File: src/rtl/fifo_mem.sv
// Storage array for the fifo: one synchronous write port, one asynchronous read port.
// Contents are deliberately not reset.
module fifo_mem #(
    parameter int unsigned WIDTH = 8,
    parameter int unsigned DEPTH = 16,
    localparam int unsigned PTR_W = $clog2(DEPTH)
) (
    input  logic             clk,
    input  logic             wr_en,
    input  logic [PTR_W-1:0] wr_addr,
    input  logic [WIDTH-1:0] wr_data,
    input  logic [PTR_W-1:0] rd_addr,
    output logic [WIDTH-1:0] rd_data
);

    logic [WIDTH-1:0] mem [DEPTH];

    always_ff @(posedge clk) begin
        if (wr_en) begin
            mem[wr_addr] <= wr_data;
        end
    end

    assign rd_data = mem[rd_addr];

endmodule

File: src/rtl/fifo.sv
// Single-clock first-word fall-through FIFO with valid/ready on both sides,
// transfer strobes and almost-full/almost-empty flags derived from the occupancy count.
module fifo #(
    parameter int unsigned WIDTH     = 8,
    parameter int unsigned DEPTH     = 16,
    parameter int unsigned AF_MARGIN = 2,
    parameter int unsigned AE_MARGIN = 2
) (
    input  logic             clk,
    input  logic             rst_n,
    input  logic             in_valid,
    input  logic [WIDTH-1:0] in_data,
    output logic             in_ready,
    output logic             out_valid,
    input  logic             out_ready,
    output logic [WIDTH-1:0] out_data,
    output logic             wr_en,
    output logic             rd_en,
    output logic             almost_full,
    output logic             almost_empty
);

    localparam int unsigned PTR_W = $clog2(DEPTH);
    localparam int unsigned CNT_W = $clog2(DEPTH + 1);
    localparam logic [PTR_W-1:0] LAST_PTR = PTR_W'(DEPTH - 1);
    localparam logic [CNT_W-1:0] FULL_CNT = CNT_W'(DEPTH);

    logic [PTR_W-1:0] wr_ptr_q, wr_ptr_d;
    logic [PTR_W-1:0] rd_ptr_q, rd_ptr_d;
    logic [CNT_W-1:0] count_q, count_d;
    logic [WIDTH-1:0] head_data;

    assign in_ready  = (count_q != FULL_CNT);
    assign out_valid = (count_q != '0);
    assign wr_en     = in_valid & in_ready;
    assign rd_en     = out_valid & out_ready;
    assign out_data  = out_valid ? head_data : '0;

    // Signed compare keeps the flags sane even if a margin exceeds DEPTH.
    assign almost_full  = int'(count_q) >= (int'(DEPTH) - int'(AF_MARGIN));
    assign almost_empty = int'(count_q) <= int'(AE_MARGIN);

    always_comb begin
        wr_ptr_d = wr_ptr_q;
        rd_ptr_d = rd_ptr_q;
        count_d  = count_q;
        if (wr_en) begin
            wr_ptr_d = (wr_ptr_q == LAST_PTR) ? '0 : wr_ptr_q + PTR_W'(1);
        end
        if (rd_en) begin
            rd_ptr_d = (rd_ptr_q == LAST_PTR) ? '0 : rd_ptr_q + PTR_W'(1);
        end
        unique case ({wr_en, rd_en})
            2'b10:   count_d = count_q + CNT_W'(1);
            2'b01:   count_d = count_q - CNT_W'(1);
            default: count_d = count_q;
        endcase
    end

    // Reset is active-high despite the name.
    always_ff @(posedge clk) begin
        if (rst_n) begin
            wr_ptr_q <= '0;
            rd_ptr_q <= '0;
            count_q  <= '0;
        end else begin
            wr_ptr_q <= wr_ptr_d;
            rd_ptr_q <= rd_ptr_d;
            count_q  <= count_d;
        end
    end

    fifo_mem #(
        .WIDTH(WIDTH),
        .DEPTH(DEPTH)
    ) u_mem (
        .clk    (clk),
        .wr_en  (wr_en & ~rst_n),
        .wr_addr(wr_ptr_q),
        .wr_data(in_data),
        .rd_addr(rd_ptr_q),
        .rd_data(head_data)
    );

endmodule

File: config.mk
export PLATFORM = sky130hd
export DESIGN_NAME = fifo
export DESIGN_NICKNAME = d
export VERILOG_FILES = /design/src/rtl/fifo_mem.sv /design/src/rtl/fifo.sv
export SDC_FILE = /design/constraint.sdc
export NUM_CORES = 1
export LEC_CHECK = 0
export CAP_MARGIN = 20
export CORE_MARGIN = 4
export CORE_UTILIZATION = 55
export CTS_BUF_LIST = sky130_fd_sc_hd__clkbuf_4 sky130_fd_sc_hd__clkbuf_8
export DETAILED_ROUTE_END_ITERATION = 10
export PLACE_DENSITY = 0.7
export SLEW_MARGIN = 30
export SYNTH_ARGS = -nofsm -noshare
export SYNTH_HDL_FRONTEND = slang
export SYNTH_SLANG_ARGS = --single-unit
File: constraint.sdc
create_clock -name clk -period 3.69 [get_ports clk]
set_clock_uncertainty 0.1 [all_clocks]
set_input_delay 0.738 -clock clk [delete_from_list [all_inputs] [get_ports clk]]
set_output_delay 0.738 -clock clk [all_outputs]
set_load 0.005 [all_outputs]
==> results.toml, run 1 <==
[power_and_ir_drop]
p_total_mw = 4.16
power.density_nw_per_um2 = 612
power.static_leakage_nw = 2.25
vdd_drop_max_mv = 0.480

[finish]
finish.utilization = 0.653
drive_gt1_frac = 0.216
insertedDiodeCount = 0
final_common_cell = "sky130_fd_sc_hd__edfxtp_1"
filler_cell_count = 724
final_cell_count_no_fill = 524
final_design_area_no_fill_um2 = 6800
most_frequent_cells_in_the_layout = "128 x sky130_fd_sc_hd__edfxtp_1, 25 x sky130_fd_sc_hd__clkdlybuf4s50_1, 21 x sky130_fd_sc_hd__nor2_1, 20 x sky130_fd_sc_hd__buf_4, 19 x sky130_fd_sc_hd__mux4_2"
areaGrowthSynthToFinish_pct = 14.6
num-nets-final = 397

[placement]
gp_congestion = 0.774
pre_cts_ws_ns = 0.576
dpl.hpwl_um = 6950
numPlacedInstances = 492
dpl_cell_area_um2 = 6420
port_buffers = 25

[global_routing]
antenna_found_initial = 0
first_global_vias = 3207
wire_length_of_the_first_global_routing_pass_um = 17100
largest_net_degree_at_the_start_of_global_routing = 33
global_route.overflow_total = 0
grtUsageTotal = 0.183

[timing]
timing_hold_violations_final = 0
hold_worst_slack_ns = 0.412
grt_setup_unrepaired = "false"
final_min_period_over_clock_period = 0.954
min_period_ns = 3.52
worst_slack_ns = 0.171
report.final.slew_viol_count = 0
setup_viol_count_final = 0
timing_worst_slew_pin_value_ns = 0.577
timing.fmax_mhz = 284
final.setup.tns_ns = 0
relSlewSlack = 0.615

[synthesis]
syn-instance-count = 326
post_synth_num_cell_types = 38
synth.area.top_cells = "sky130_fd_sc_hd__edfxtp_1 65%, sky130_fd_sc_hd__mux4_2 7.2%, sky130_fd_sc_hd__mux4_1 5.8%"
postSynthAreaPerCell_um2 = 18.2
yosys_warnings = 0
register_area_share_after_synthesis = 0.705
synthDominantAreaCellType = "sky130_fd_sc_hd__edfxtp_1"
ys_seq_elements = 145
synth_fp_nets = 348
synth_top_area_share = 0.647
mappedNetlistArea_um2 = 5940

[worst_setup_path]
worstPathCellList = "buf_12 -> mux4_1 -> mux2_2 -> o21ai_0 -> a21oi_1 -> clkdlybuf4s50_1"
worst-path-max-fanout = 32
worst_setup_path_end_kind = "output pin"
slowest_stage = "sky130_fd_sc_hd__mux4_1"
critical_path.max_stage_delay_ns = 0.58
timing.critical_path.arrival_ns = 2.68
crit_path_buf_inv_count = 2
critPathRequiredTime_ns = 2.85
start_kind = "flip-flop"
worst-setup-path-type = "reg -> out"
critPathTopFamily = "multiplexers"

[clocking]
post_cts.resized_instances = 0
cts_setup_buffers = 0
clk_root_buffer_cell = "sky130_fd_sc_hd__clkbuf_8"
numCtsBuffers = 17
postCtsHoldBufs = 0
h-tree-depth = 4
cts_num_sinks = 145
worstSkewPairLatency_ns = 0.43
clock_tree_from_tritoncts = "built"
cts_buffer_depth = 2
clk_transition_reported_paths_ns = 0.09

[drt]
detailroute.via_count = 3015
drt-initial-drc-count = 235
first_pass_iters = 4
antenna_left = 0
wl_per_cell_um = 20.3
route.detailed.drc = 0
routed_wirelength_um = 10600
post_drt_via_cell_ratio = 5.75

[min_path]
min_path_type = "reg -> reg"

[flow_run]
timing.max_cap.violations = 0

[die]
placementRows = 37
die_w_um = 112
floorplan.initialDensity = 0.570
dieArea_um2 = 12500
io_pins = 26
die-height_um = 112
design.core.area_um2 = 10400

[run_status]
status = "completed"
-- worst reg2reg max path, delay by kind of cell, from the launching register on --
kind	cells	cell delay, ns
adders and majority gates	2	0.61
and+or+nand+nor	2	1.07
AOI/OAI and AO/OA	4	0.64
DFF	1	0.41
-- synth_stat cells --
cell and number:
sky130_fd_sc_hd__o211ai_1 2, sky130_fd_sc_hd__mux4_1 13, sky130_fd_sc_hd__xnor2_1 1, sky130_fd_sc_hd__nand2b_1 2, sky130_fd_sc_hd__o21ba_2 1, sky130_fd_sc_hd__xor2_1 3
sky130_fd_sc_hd__o21ai_1 5, sky130_fd_sc_hd__o31ai_1 1, sky130_fd_sc_hd__ha_1 9, sky130_fd_sc_hd__o21ai_0 4, sky130_fd_sc_hd__or4_1 3, sky130_fd_sc_hd__mux4_2 19
sky130_fd_sc_hd__a21o_1 2, sky130_fd_sc_hd__mux2i_1 11, sky130_fd_sc_hd__nor2_1 21, sky130_fd_sc_hd__a31oi_1 1, sky130_fd_sc_hd__mux2_2 8, sky130_fd_sc_hd__inv_1 7
sky130_fd_sc_hd__o21ai_2 2, sky130_fd_sc_hd__edfxtp_1 128, sky130_fd_sc_hd__nand3_1 4, sky130_fd_sc_hd__and3_1 1, sky130_fd_sc_hd__nor4bb_1 1, sky130_fd_sc_hd__a311o_1 1
sky130_fd_sc_hd__a21oi_1 17, sky130_fd_sc_hd__nor4_1 2, sky130_fd_sc_hd__dfxtp_1 17, sky130_fd_sc_hd__nand2_1 13, sky130_fd_sc_hd__buf_6 3, sky130_fd_sc_hd__a211oi_1 1
sky130_fd_sc_hd__buf_2 6, sky130_fd_sc_hd__nor3_1 4, sky130_fd_sc_hd__buf_12 1, sky130_fd_sc_hd__a311oi_1 1, sky130_fd_sc_hd__fa_1 1, sky130_fd_sc_hd__or3_1 2
sky130_fd_sc_hd__or2_2 2, sky130_fd_sc_hd__clkbuf_1 6
-- final timing paths --
check	from	endpoint	slack (ns)	cells past startpoint
max	flip-flop	out_data[0]	0.17	6
min	rd_ptr_q[3]	rd_ptr_q[3]	0.41	1
max reg2reg	count_q[1]	count_q[4]	0.80	8
min reg2reg	rd_ptr_q[3]	rd_ptr_q[3]	0.41	1
-- cell type report --
type	instances	area, µm²	share of cell area
sequential	145	4180	0.615
multi-input combinational	158	1620	0.238
timing repair buffer	46	420	0.0618
clock buffer	17	234	0.0344
tap	136	170	0.0250
clock inverter	15	146	0.0215
inverter	7	26.3	0.00386
-- logic make-up (layout without fill, tap and decap cells) --
logic type	after synthesis	count (layout)	share of synthesized area
compound gates	38	38	0.0383
flops	145	145	0.705
xor+xnor	4	4	0.00590
fa+ha+maj	10	10	0.0223
mux	51	51	0.163
buf+inv	23	85	0.0223
simple gates	55	55	0.0432
-- layer usage --
metal / track usage / vias up / share of wire / routed length (µm)
li1: - / 1408 / - / -
met1: 0.236 / 1524 / 0.43 / 4600
met2: 0.311 / 69 / 0.52 / 5520
met3: 0.0386 / 14 / 0.035 / 374
met4: 0.0633 / 0 / 0.012 / 132
met5: 0 / - / 0 / 0
-- power breakdown --
part           switching [mW]  internal, mW
clock network           0.623         0.552
registers              0.0598          1.84
logic                   0.508         0.577
-- flip-flops by register name, indices dropped and copies added, names as in the netlist, named ones only --
| signal | cells |
|---|---|
| rd_ptr_q | 4 |
| count_q | 5 |
| wr_ptr_q | 4 |
| u_mem.mem | 128 |
(Power assumes the default switching activity.)
==> run 2, diff against run 1 <==
--- a/config.mk
+++ b/config.mk
@@ -6,7 +6,7 @@
 export NUM_CORES = 1
 export LEC_CHECK = 0
 export CAP_MARGIN = 20
-export CORE_MARGIN = 4
+export CORE_MARGIN = 2
 export CORE_UTILIZATION = 55
 export CTS_BUF_LIST = sky130_fd_sc_hd__clkbuf_4 sky130_fd_sc_hd__clkbuf_8
 export DETAILED_ROUTE_END_ITERATION = 10
==> results.toml, run 2 (synthesis results as in run 1) <==
[finish]
most_frequent_cells_in_the_layout = "128 x sky130_fd_sc_hd__edfxtp_1, 25 x sky130_fd_sc_hd__clkdlybuf4s50_1, 21 x sky130_fd_sc_hd__nor2_1, 19 x sky130_fd_sc_hd__mux4_2, 19 x sky130_fd_sc_hd__buf_4"
drive_gt1_frac = 0.214
insertedDiodeCount = 0
areaGrowthSynthToFinish_pct = 15.4
largest_register_ff_count = 128
filler_cell_count = 740
final_cell_count_no_fill = 524
registers.top_by_ff_count = "u_mem.mem"
num-nets-final = 397
reg.largest.list = "u_mem.mem (128), count_q (5)"
final_common_cell = "sky130_fd_sc_hd__edfxtp_1"

[clocking]
cts_buffer_depth = 2
clk_root_buffer_cell = "sky130_fd_sc_hd__clkbuf_8"
clock_tree_from_tritoncts = "built"
post_cts.resized_instances = 0
h-tree-depth = 4
cts_setup_buffers = 0
cts_num_sinks = 145
numCtsBuffers = 17
worstSkewPairLatency_ns = 0.43
postCtsHoldBufs = 0
clk_transition_reported_paths_ns = 0.09

[worst_setup_path]
timing.critical_path.arrival_ns = 2.73
worst-path-max-fanout = 32
critPathRequiredTime_ns = 2.85
slowest_stage = "sky130_fd_sc_hd__mux4_1"
worst-setup-path-type = "reg -> out"
worstPathCellList = "buf_12 -> mux4_1 -> mux2_2 -> o21ai_0 -> a21oi_1 -> clkdlybuf4s50_1"
start_kind = "flip-flop"
worst_setup_path_end_kind = "output pin"
critical_path.max_stage_delay_ns = 0.59

[timing]
setup_viol_count_final = 0
relSlewSlack = 0.585
min_period_ns = 3.57
grt_setup_unrepaired = "false"
report.final.slew_viol_count = 0
timing_worst_slew_pin_value_ns = 0.622
final.setup.tns_ns = 0
timing_hold_violations_final = 0
timing.fmax_mhz = 280
final_min_period_over_clock_period = 0.968

[run_status]
status = "completed"

[power_and_ir_drop]
power.static_leakage_nw = 2.26
vdd_drop_max_mv = 0.426
power.density_nw_per_um2 = 628

[global_routing]
largest_net_degree_at_the_start_of_global_routing = 33
wire_length_of_the_first_global_routing_pass_um = 16700
global_route.overflow_total = 0
antenna_found_initial = 0
first_global_vias = 3054
grtUsageTotal = 0.202

[drt]
wl_per_cell_um = 20.5
route.detailed.drc = 0
drt-initial-drc-count = 262
antenna_left = 0
routed_wirelength_um = 10800
post_drt_via_cell_ratio = 5.69
detailroute.via_count = 2984
first_pass_iters = 4

[die]
design.core.area_um2 = 10400
placementRows = 37
floorplan.initialDensity = 0.570
io_pins = 26
die-height_um = 108
die_w_um = 108
dieArea_um2 = 11600

[min_path]
min_path_type = "reg -> reg"

[placement]
gp_congestion = 0.755
numPlacedInstances = 492
port_buffers = 25
dpl.hpwl_um = 6780

[flow_run]
timing.max_cap.violations = 0
## run 2: changes by cell type in the layout (fill, tap and decap cells not counted), sizes merged
| cell | before | now |
|---|---|---|
| bufinv | 1 | 3 |
| clkinv | 4 | 3 |
| clkinvlp | 2 | 4 |
| inv | 15 | 12 |
## run 2: power breakdown
part	switching [mW]	internal (mW)	leakage [nW]
logic	0.514	0.591	0.770
clock network	0.619	0.677	0.197
registers	0.0595	1.84	1.29
total	1.19	3.11	2.26
## run 2: worst max-delay path, delay by kind of cell, from the launching register on
family | cells | cell delay [ns]
flip-flops | 1 | 0.36
multiplexers | 2 | 0.86
AO/OA/AOI/OAI | 2 | 0.30
buffers and inverters | 2 | 0.73
## run 2: final timing paths
path	startpoint	end	slack (ns)	cells after the start
worst max-delay path	flip-flop	out_data[0]	0.12	6
worst max register to register	count_q[1]	count_q[4]	0.80	8
worst min-delay path	rd_ptr_q[1]	flip-flop	0.42	2
worst min register to register	rd_ptr_q[1]	flip-flop	0.42	2
## run 2: layout make-up
cell class | instances | area (µm²) | share of cell area
multi-input combinational | 158 | 1620 | 0.237
tap | 136 | 170 | 0.0248
clock inverter | 15 | 183 | 0.0267
timing repair buffer | 46 | 433 | 0.0632
clock buffer | 17 | 234 | 0.0341
sequential | 145 | 4180 | 0.611
inverter | 7 | 26.3 | 0.00383
## run 2: metal layers
metal,share of wire,track usage,vias to the layer above
met4,0.0041,0.0632,0
met1,0.42,0.264,1486
li1,-,-,1412
met5,0,0,-
met2,0.51,0.342,84
met3,0.063,0.0466,2
## run 2: stage by stage
stage                     worst slack [ns]  utilization  hold WS [ns]  cell area, µm²  total power, mW
after global placement               0.583        0.618         0.400            6430             3.03
after global routing                0.0131        0.658         0.433            6850             4.49
after CTS                           0.0829        0.658         0.417            6850             4.34
after detailed placement             0.584        0.618         0.396            6430             3.05
after floorplan                       1.08            -         0.350            5940             2.63
final                                0.118        0.658         0.420            6850             4.30
==> run 3, diff against run 2 <==
--- a/config.mk
+++ b/config.mk
@@ -6,6 +6,7 @@
 export NUM_CORES = 1
 export LEC_CHECK = 0
 export CAP_MARGIN = 20
+export CORE_ASPECT_RATIO = 0.9
 export CORE_MARGIN = 2
 export CORE_UTILIZATION = 55
 export CTS_BUF_LIST = sky130_fd_sc_hd__clkbuf_4 sky130_fd_sc_hd__clkbuf_8
==> results.toml, run 3 (synthesis results as in run 1) <==
[placement]
gp_congestion = 0.767
pre_cts_ws_ns = 0.542
numPlacedInstances = 486
dpl.hpwl_um = 6960
port_buffers = 25

[clocking]
cts_setup_buffers = 0
numCtsBuffers = 17
clk_root_buffer_cell = "sky130_fd_sc_hd__clkbuf_8"
clock_tree_from_tritoncts = "built"
h-tree-depth = 4
clk_transition_reported_paths_ns = 0.08
cts_buffer_depth = 2
cts_num_sinks = 145
worstSkewPairLatency_ns = 0.44
postCtsHoldBufs = 0

[worst_setup_path]
timing.critical_path.arrival_ns = 2.68
start_kind = "flip-flop"
worst_setup_path_end_kind = "output pin"
critPathRequiredTime_ns = 2.85
worst-setup-path-type = "reg -> out"
worst-path-max-fanout = 28

[power_and_ir_drop]
vdd_drop_max_mv = 0.537
sw_frac_of_total = 0.264
pwr-share-clk = 0.288
comb_power_share = 0.259
power.static_leakage_nw = 2.27
netsw_mw = 1.12
pwr-share-seq = 0.452
power.density_nw_per_um2 = 618
cellInternalPower_mw = 3.11

[timing]
final.setup.tns_ns = 0
relSlewSlack = 0.616
hold_worst_slack_ns = 0.404
worst_slack_ns = 0.171
timing_hold_violations_final = 0
final_min_period_over_clock_period = 0.954
report.final.slew_viol_count = 0
setup_viol_count_final = 0
timing_worst_slew_pin_value_ns = 0.574
min_period_ns = 3.52
timing.fmax_mhz = 284
grt_setup_unrepaired = "false"

[drt]
routed_wirelength_um = 10800
first_pass_iters = 4
detailroute.via_count = 3069
drt-initial-drc-count = 180
post_drt_via_cell_ratio = 5.94
wl_per_cell_um = 20.9
route.detailed.drc = 0
antenna_left = 0

[finish]
areaGrowthSynthToFinish_pct = 15.0
finish.utilization = 0.658
final_cell_count_no_fill = 517
registers.top_by_ff_count = "u_mem.mem"
final_common_cell = "sky130_fd_sc_hd__edfxtp_1"
most_frequent_cells_in_the_layout = "128 x sky130_fd_sc_hd__edfxtp_1, 25 x sky130_fd_sc_hd__clkdlybuf4s50_1, 21 x sky130_fd_sc_hd__nor2_1, 20 x sky130_fd_sc_hd__buf_4, 19 x sky130_fd_sc_hd__mux4_2"
drive_gt1_frac = 0.216
insertedDiodeCount = 0
num-nets-final = 398
largest_register_ff_count = 128
reg.largest.list = "u_mem.mem (128), count_q (5)"

[global_routing]
antenna_found_initial = 0
grtUsageTotal = 0.209
largest_net_degree_at_the_start_of_global_routing = 29
wire_length_of_the_first_global_routing_pass_um = 17100
first_global_vias = 3080
global_route.overflow_total = 0

[die]
floorplan.initialDensity = 0.572
design.core.area_um2 = 10400
die_w_um = 114
placementRows = 35
io_pins = 26
die-height_um = 103
dieArea_um2 = 11600

[min_path]
min_path_type = "reg -> reg"

[flow_run]
timing.max_cap.violations = 0

[run_status]
status = "completed"
run 3: cell types whose count changed in the layout (fill, tap and decap cells not counted):
cell                         previous run  this run
sky130_fd_sc_hd__clkbuf_4               0         2
sky130_fd_sc_hd__inv_8                  1         0
sky130_fd_sc_hd__clkinv_4               1         2
sky130_fd_sc_hd__clkinv_2               0         4
sky130_fd_sc_hd__inv_6                  4         0
sky130_fd_sc_hd__dfxtp_1               17        16
sky130_fd_sc_hd__dfxtp_2                0         1
sky130_fd_sc_hd__clkinvlp_4             4         1
sky130_fd_sc_hd__buf_4                 19        20
run 3: path summary, 6_finish.rpt:
kind	from	end	slack, ns	depth (start not counted)
setup / recovery	flip-flop	out_data[7]	0.17	6
hold / removal	rd_ptr_q[3]	flip-flop	0.40	1
setup reg to reg	count_q[1]	count_q[4]	0.80	8
hold reg to reg	rd_ptr_q[3]	flip-flop	0.40	1
run 3: final cells by class:
class	count	area, µm²
sequential	145	4190
clock buffer	19	249
tap	129	161
timing repair buffer	47	440
fill	716	3550
inverter	7	26.3
clock inverter	12	143
multi-input combinational	158	1620
run 3: metal layers:
| metal | part of all wire | GRT usage |
|---|---|---|
| met1 | 0.46 | 0.292 |
| met2 | 0.48 | 0.325 |
| met3 | 0.040 | 0.0558 |
| met4 | 0.013 | 0.0760 |
| met5 | 0 | 0 |
run 3: power groups by stage:
stage | clock network (mW) | registers, mW | logic (mW)
2_1_floorplan | 0 | 1.92 | 0.717
3_3_place_gp | 0 | 1.94 | 1.09
3_5_place_dp | 0 | 1.94 | 1.11
4_1_cts | 1.24 | 1.91 | 1.11
5_1_grt | 1.31 | 1.92 | 1.20
6_report | 1.22 | 1.91 | 1.09
run 3: stage by stage:
| step | cell area (µm²) | total power [mW] |
|---|---|---|
| final | 6830 | 4.22 |
| after global routing | 6830 | 4.43 |
| after CTS | 6830 | 4.26 |
| after detailed placement | 6430 | 3.05 |
| after global placement | 6430 | 3.03 |
| after floorplan | 5940 | 2.63 |
run 3: timing repair:
item,CTS,global route
resized for setup,0,1
setup endpoints to repair,0,4
endpoints found under the hold margin,0,0
run 3: worst max-delay path, cell delays in order (launching register included):
cell                              delay, ns
sky130_fd_sc_hd__dfxtp_2               0.42
sky130_fd_sc_hd__buf_12                0.23
sky130_fd_sc_hd__mux4_1                0.57
sky130_fd_sc_hd__mux2_2                0.27
sky130_fd_sc_hd__o21ai_0               0.16
sky130_fd_sc_hd__a21oi_1               0.09
sky130_fd_sc_hd__clkdlybuf4s50_1       0.49
